<file path="src/rtl/banked_byte_store_pkg.sv">
// Shared constants for the banked byte store: FSM encoding and board/bench defaults.
package banked_byte_store_pkg;

   typedef logic [0:0] state_t;

   localparam state_t ST_IDLE  = 1'b0;
   localparam state_t ST_CLEAR = 1'b1;

   localparam int DEF_WIDTH    = 8;
   localparam int DEF_DEPTH    = 4;
   localparam int DEF_SCAN_DIV = 50_000_000;
   localparam int SIM_SCAN_DIV = 4;

endpackage

</file>
<file path="src/rtl/banked_byte_store_rise_detect.sv">
// Single-cycle pulse on each rising edge of a level input; history clears on reset.
module rise_detect (
   input  logic clk,
   input  logic rst_n,
   input  logic in_i,
   output logic pulse_o
);

   logic in_q;

   always_ff @(posedge clk or negedge rst_n) begin
      if (!rst_n) begin
         in_q <= 1'b0;
      end else begin
         in_q <= in_i;
      end
   end

   assign pulse_o = in_i & ~in_q;

endmodule

</file>
<file path="src/rtl/banked_byte_store.sv">
// DEPTH x WIDTH register-file memory with edge-qualified store, sequenced bulk clear
// and an auto-scan display; busy doubles as the visible FSM state.
module banked_byte_store
   import banked_byte_store_pkg::*;
#(
   parameter int WIDTH    = DEF_WIDTH,
   parameter int DEPTH    = DEF_DEPTH,
   parameter int SCAN_DIV = DEF_SCAN_DIV,
   localparam int AW      = $clog2(DEPTH)
) (
   input  logic             clk,
   input  logic             rst_n,
   input  logic [WIDTH-1:0] data,
   input  logic             store,
   input  logic             clear,
   input  logic             scan_en,
   input  logic [AW-1:0]    addr,
   output logic [WIDTH-1:0] memory,
   output logic [AW-1:0]    shown_addr,
   output logic             busy
);

   localparam int PW = $clog2(SCAN_DIV + 1);
   localparam logic [AW-1:0] LAST_ADDR = AW'(DEPTH - 1);
   localparam logic [PW-1:0] PRESC_TC  = PW'(SCAN_DIV - 1);

   logic store_pulse;
   logic clear_pulse;

   rise_detect u_store_rise (
      .clk     (clk),
      .rst_n   (rst_n),
      .in_i    (store),
      .pulse_o (store_pulse)
   );

   rise_detect u_clear_rise (
      .clk     (clk),
      .rst_n   (rst_n),
      .in_i    (clear),
      .pulse_o (clear_pulse)
   );

   state_t          state_q, state_d;
   logic [AW-1:0]   clr_ptr_q, clr_ptr_d;
   logic            we;
   logic [AW-1:0]   waddr;
   logic [WIDTH-1:0] wdata;

   // While clearing, button pulses are consumed by the edge detectors and dropped.
   always_comb begin
      state_d   = state_q;
      clr_ptr_d = clr_ptr_q;
      we        = 1'b0;
      waddr     = addr;
      wdata     = data;
      if (state_q == ST_IDLE) begin
         if (clear_pulse) begin
            state_d   = ST_CLEAR;
            clr_ptr_d = '0;
         end else if (store_pulse) begin
            we = 1'b1;
         end
      end else begin
         we        = 1'b1;
         waddr     = clr_ptr_q;
         wdata     = '0;
         clr_ptr_d = clr_ptr_q + AW'(1);
         if (clr_ptr_q == LAST_ADDR) begin
            state_d = ST_IDLE;
         end
      end
   end

   always_ff @(posedge clk or negedge rst_n) begin
      if (!rst_n) begin
         state_q   <= ST_IDLE;
         clr_ptr_q <= '0;
      end else begin
         state_q   <= state_d;
         clr_ptr_q <= clr_ptr_d;
      end
   end

   logic [WIDTH-1:0] mem_q [DEPTH];

   always_ff @(posedge clk or negedge rst_n) begin
      if (!rst_n) begin
         for (int i = 0; i < DEPTH; i++) begin
            mem_q[i] <= '0;
         end
      end else if (we) begin
         mem_q[waddr] <= wdata;
      end
   end

   logic [PW-1:0] presc_q, presc_d;
   logic [AW-1:0] scan_q, scan_d;

   // Holding both counters at zero while scan_en is low makes each scan start at address 0.
   always_comb begin
      presc_d = presc_q;
      scan_d  = scan_q;
      if (!scan_en) begin
         presc_d = '0;
         scan_d  = '0;
      end else if (presc_q == PRESC_TC) begin
         presc_d = '0;
         scan_d  = scan_q + AW'(1);
      end else begin
         presc_d = presc_q + PW'(1);
      end
   end

   always_ff @(posedge clk or negedge rst_n) begin
      if (!rst_n) begin
         presc_q <= '0;
         scan_q  <= '0;
      end else begin
         presc_q <= presc_d;
         scan_q  <= scan_d;
      end
   end

   logic [AW-1:0]    disp_addr;
   logic [WIDTH-1:0] memory_q;
   logic [AW-1:0]    shown_addr_q;

   assign disp_addr = scan_en ? scan_q : addr;

   // Reads the pre-write array, so a write to the displayed word shows one cycle later.
   always_ff @(posedge clk or negedge rst_n) begin
      if (!rst_n) begin
         memory_q     <= '0;
         shown_addr_q <= '0;
      end else begin
         memory_q     <= mem_q[disp_addr];
         shown_addr_q <= disp_addr;
      end
   end

   assign memory     = memory_q;
   assign shown_addr = shown_addr_q;
   assign busy       = (state_q == ST_CLEAR);

endmodule

</file>
<file path="config.mk">
export PLATFORM = sky130hd
export DESIGN_NAME = banked_byte_store
export DESIGN_NICKNAME = d
export VERILOG_FILES = /design/src/rtl/banked_byte_store_pkg.sv /design/src/rtl/banked_byte_store_rise_detect.sv /design/src/rtl/banked_byte_store.sv
export SDC_FILE = /design/constraint.sdc
export NUM_CORES = 1
export LEC_CHECK = 0
export CORE_MARGIN = 4
export CORE_UTILIZATION = 60
export CTS_CLUSTER_DIAMETER = 100
export DETAILED_ROUTE_END_ITERATION = 16
export GPL_TIMING_DRIVEN = 0
export HOLD_SLACK_MARGIN = 0.02
export PLACE_DENSITY_LB_ADDON = 0.3
export SLEW_MARGIN = 20
export SYNTH_ARGS = -nofsm -noshare
export SYNTH_HDL_FRONTEND = slang
export SYNTH_SLANG_ARGS = --single-unit
</file>
<file path="constraint.sdc">
create_clock -name clk -period 5.5 [get_ports clk]
set_input_delay 0.55 -clock clk [delete_from_list [all_inputs] [get_ports clk]]
set_output_delay 0.55 -clock clk [all_outputs]
set_load 0.02 [all_outputs]
</file>
After elaboration in Yosys (flattened, before gate mapping)
Index checks and enable logic that the tools add are counted.
{"block": "word_totals", "word_cells": 50, "in_bits": 15, "ff_bits": 75, "output_inout_bits": 11}
{"block": "classes", "n_bitwise": 6, "addsub": 3, "n_lt_le_gt_ge": 3, "reduce_logical": 2, "n_mux": 21, "eq_ne": 3}
{"op": "$mux W26", "count": 2}
{"op": "$bwmux W32", "count": 1}
{"op": "$mux W8", "count": 4}
{"op": "$add A26 B1 Y26 const B", "count": 1}
{"op": "$eq A26 B26 Y1 const B", "count": 1}
{"op": "$bmux W8 S2", "count": 1}
{"op": "$demux W8 S2", "count": 1}
{"op": "$mux W2", "count": 6}
{"op": "$ge A3 B3 Y1 const B", "count": 2}
{"op": "$mux W1", "count": 6}
{"op": "$not A2 Y3", "count": 2}
{"op": "$add A2 B1 Y2 const B", "count": 2}
{"op": "$lt A3 B1 Y1 const B", "count": 1}
{"op": "$and A1 B1 Y1", "count": 2}
{"op": "$eq A2 B2 Y1 const B", "count": 1}
{"op": "$ne A2 B1 Y1 const B", "count": 1}
{"op": "$not A1 Y1", "count": 2}
{"op": "$reduce_bool A2 Y1", "count": 1}
{"op": "$logic_and A1 B1 Y1", "count": 1}

Depth between registers and ports, before layout
{"block": "logic_depth", "ltp_word": 7, "ltp_mapped": 6}

Modules after synthesis
A second synthesis with hierarchy kept.
{"block": "hier_totals", "cells_unflattened": 308, "area_unflattened_um2": 3472.1}
{"mod": "banked_byte_store", "instances": 1, "cells_per_inst": 304, "seq_area_each_um2": 1826.8, "area_per_inst_um2": 3394.5}
{"mod": "rise_detect", "instances": 2, "cells_per_inst": 2, "seq_area_each_um2": 25.0, "area_per_inst_um2": 38.8}

Worst setup path after synthesis
OpenSTA, ideal clock, no wires.
{"block": "synth_timing", "kind": "input-to-reg", "from": "input port scan_en", "to": "register memory_q[6] (netlist: memory[6])", "arrival_ns": 1.947, "cell_stages": 6, "required_time_ns": 5.363, "n_path_buf": 3, "path_slack_ns": 3.416, "cell_sequence": "clkbuf_1 > mux2i_1 > buf_2 > buf_2 > mux2i_1 > a21oi_1"}
{"block": "synth_between", "elab_chain_len": 5}
{"item": "from (decl)", "line": "banked_byte_store.sv:16", "source": "input logic scan_en,"}
{"item": "$mux W2", "line": "banked_byte_store.sv:129", "source": "assign disp_addr = scan_en ? scan_q : addr;"}
{"item": "$not A2 Y3 (implied by the code)", "line": "banked_byte_store.sv:137", "source": "memory_q <= mem_q[disp_addr];"}
{"item": "$bmux W8 S2", "line": "banked_byte_store.sv:137"}
{"item": "$mux W8 (implied by the code) (2 in series)", "line": "banked_byte_store.sv:137"}
{"item": "to (signal assigned)", "line": "banked_byte_store.sv:137"}
{"item": "to (decl)", "line": "banked_byte_store.sv:126", "source": "logic [WIDTH-1:0] memory_q;"}
Every way passes these cells. The select of a mux whose other input is x is not followed.
A chain may end at the register's enable or synchronous reset.

Worst setup path in the final report
{"block": "layout_timing", "from": "input port addr[0]", "to": "register memory_q[6] (netlist: memory[6])"}
{"block": "layout_between", "elab_chain_len": 5}
{"item": "from (decl)", "line": "banked_byte_store.sv:17", "source": "input logic [AW-1:0] addr,"}
{"item": "$mux W2", "line": "banked_byte_store.sv:129"}
{"item": "$not A2 Y3 (implied by the code)", "line": "banked_byte_store.sv:137"}
{"item": "$bmux W8 S2", "line": "banked_byte_store.sv:137"}
{"item": "$mux W8 (implied by the code) (2 in series)", "line": "banked_byte_store.sv:137"}
Every way passes these cells. The select of a mux whose other input is x is not followed.

==> results by group <==
Synth
  • Sequential share of the synthesized area: 54.5%
  • Cells after Synth: around 310
  • Post-synth EDFFs: 0
  • Synth warn: 0
  • Yosys top cell area share: between 50% and 60%
  • Post-synth top cells: dfrtp_1 (75), mux2_2 (32), a21oi_1 (21), nor2_1 (17), nor2b_1 (16)
  • Dominant cell type by area after synthesis: dfrtp_1
  • Most common cell in the netlist: dfrtp_1
  • Async SR Flop Fraction: 100%
  • Yosys reg bits: 75
  • Synth Net Count: 322
  • Synth area leaders: dfrtp_1 (54%), mux2_2 (10%), mux2i_1 (3.2%)
  • Netlist Area Pre-Place: around 3400 µm²
  • Synth unique cells: 37
  • Synth Flop Type: dfrtp_1
  • Syn_area_per_cell: between 10 and 15 µm²

Clock tree
  • Setup Fix Bufs, Post-CTS: 0
  • Clk buf depth: 2
  • CTS H-Tree Depth: 3
  • Clk slew on worst S/H paths: ~0.080 ns
  • Skew-Pair Late Insertion Delay: around 0.35 ns
  • Hold Buf Count CTS: 0
  • CTS Sinks: 75
  • Root Driver: clkbuf_8
  • Num CTS Buffers: 9
  • Post-cts gate resize count: 0
  • CTS tree: built

STA
  • Peak Freq: 423 MHz
  • Pin slew with the least headroom to its limit: roughly 0.95 ns
  • Final Skew: approximately 0.011 ns
  • Relative slew slack: 37.0%
  • Fin Setup TNS: 0 ns
  • Fin crit period: between 2 and 2.5 ns
  • Fin. max-slew vios: 0
  • Final hold vios: 0
  • Final setup viols: 0
  • RSZ-0062 raised after global routing: false
  • Final period utilization: between 40% and 50%

Setup path
  • Worst EP arrival: 2.57 ns
  • Worst-path fanout max: 10
  • CP Launch Type: primary input
  • Worst reg2reg path depth: 5
  • Worst Setup Path Type: primary input to flip-flop
  • CP Capture Type: flip-flop
  • Critical Path RT: 5.70 ns

Drt
  • Via count: about 2,500
  • Top sig layer: met4
  • Wl on met1: 3010 µm
  • Vias per Instance: ~5.9
  • Final wirelength: 6750 µm
  • DRT Pass-1 Iters: 4
  • DR WL met2: approximately 3400 µm
  • Routed wl met3: 292 µm
  • Remaining routing DRC violations: 0
  • Iter 0 DRT Violations: around 140
  • Detail Route Antenna Nets: 0
  • Drt wl/cell: approximately 16 µm

Finish
  • Fin nets: approximately 360
  • N_diodes: 0
  • Fill cells: 417
  • Share of cells above drive strength 1: ~16%
  • FF/Latch Area: approximately 1900 µm²
  • Multi-input logic area: between 1000 and 1500 µm²
  • Final std cells w/o fill: 418
  • Area Overhead vs Synth: 16.8%
  • Post-layout instance area: ~4000 µm²

Run status
  • Status: finished, final reports clean

Power and ir drop
  • Lkg Pwr: 0.00175 µW
  • PD cells: 415 nW/µm²
  • Peak VDD IR: between 0.0002 and 0.0003 V

Place
  • Gpl congestion: a little under 0.8
  • Placed cell areas: between 3000 and 4000 µm²
  • DP Cell Count: 402
  • DP HPWL: about 4700 µm
  • Port buffer count: 24

Floorplanning
  • Die Ht: ~84 µm
  • Site Rows: 27
  • I/O pins: 26
  • Total die area: 7020 µm²
  • Initial Util: ~62%
  • Die Span X: between 80 and 90 µm
  • Core footprint: approximately 5500 µm²

Job
  • Max-cap viol count: 0

Global routing
  • Global-route wire length before repair: roughly 12,000 µm
  • GR Overflow Total: 0
  • Vias in the first global route: 2,455
  • Antenna violations before repair: 0
  • GR Util All Layers: around a fifth
  • Largest net degree at the start of global routing: 50

Hold path
  • Worst Hold Class: primary input to asynchronous set/reset pin
worst max-delay path: stages:
cell and delay (ns):
clkdlybuf4s50_1 0.50, mux2i_1 0.50, buf_2 0.40, buf_2 0.31, mux2i_1 0.22, a21oi_1 0.09
per-layer routing:
layer | up-vias | track usage, %
met3 | 7 | 5.53
met5 | - | 0
met2 | 38 | 35.3
met1 | 1232 | 27.6
li1 | 1179 | -
met4 | 0 | 7.02
logic make-up after synthesis:
group / count (synthesis) / share of synthesized area [%]
simple gates: 100 / 16.6
flops: 75 / 54.5
fa+ha+maj: 2 / 0.726
buf+inv: 21 / 2.43
mux: 43 / 13.7
xor+xnor: 12 / 3.05
compound gates: 52 / 9.11
cells in the final DEF (no fill, tap or decap), drive strengths merged, types with 2 or more instances in the layout:
cell,netlist,final
clkbuf,8,17
xnor2,9,9
clkdlybuf4s50,0,23
inv,10,12
nor2b,16,16
o31ai,4,4
dfrtp,75,75
a211oi,8,8
o21ai,12,12
mux2i,11,11
or4,6,6
or3,5,5
nor4b,3,3
bufinv,0,2
nor4,2,2
and3,5,5
and2,3,3
nand2b,3,3
nand3,15,15
buf,3,5
nand4,8,8
and4,2,2
o32a,2,2
nand2,10,10
nand4b,2,2
nor3,3,3
ha,2,2
xor2,3,3
mux2,32,32
nor2,17,17
clkinv,0,2
a21oi,21,21
sequential cells by signal, summed over array words and instances, names as in the netlist:
name / cells
busy: 1
clr_ptr_q: 2
mem_q: 32
memory: 8
presc_q: 26
scan_q: 2
shown_addr: 2
u_clear_rise.in_q: 1
u_store_rise.in_q: 1
through the flow:
stage	hold WS [ns]	util, %	worst slack, ns	power (µW)
2_1_floorplan	0.254	-	3.42	1060
3_3_place_gp	0.479	68.2	1.39	1190
3_5_place_dp	0.485	68.6	2.74	1220
4_1_cts	0.107	72.6	3.11	1680
5_1_grt	0.120	72.6	3.01	1760
6_report	0.108	72.6	3.14	1670
layout make-up:
type / instances / share of cell area (%)
sequential: 75 / 46.6
multi-input combinational: 209 / 36.9
timing repair buffer: 25 / 6.59
clock buffer: 9 / 3.08
clock inverter: 7 / 2.46
tap: 72 / 2.24
buffer: 11 / 1.15
inverter: 10 / 0.933
final timing paths:
kind                                            from               endpoint  slack [ns]
min in group clk                mem_q[6]$_DFFE_PN0P_   mem_q[6]$_DFFE_PN0P_        0.50
worst max-delay path                         addr[0]    memory[6]$_DFF_PN0_        3.14
max in group asynchronous                      rst_n  mem_q[13]$_DFFE_PN0P_        4.85
worst max register to register  presc_q[7]$_DFF_PN0_  presc_q[22]$_DFF_PN0_        3.24
worst min register to register  mem_q[6]$_DFFE_PN0P_   mem_q[6]$_DFFE_PN0P_        0.50
worst min-delay path                           rst_n   presc_q[3]$_DFF_PN0_        0.11
report_power, final:
part / switching, µW / internal, µW
clock: 207 / 258
sequential: 66.3 / 684
combinational: 219 / 234
total: 492 / 1180
Note: power is estimated with default switching activity, not from simulation.
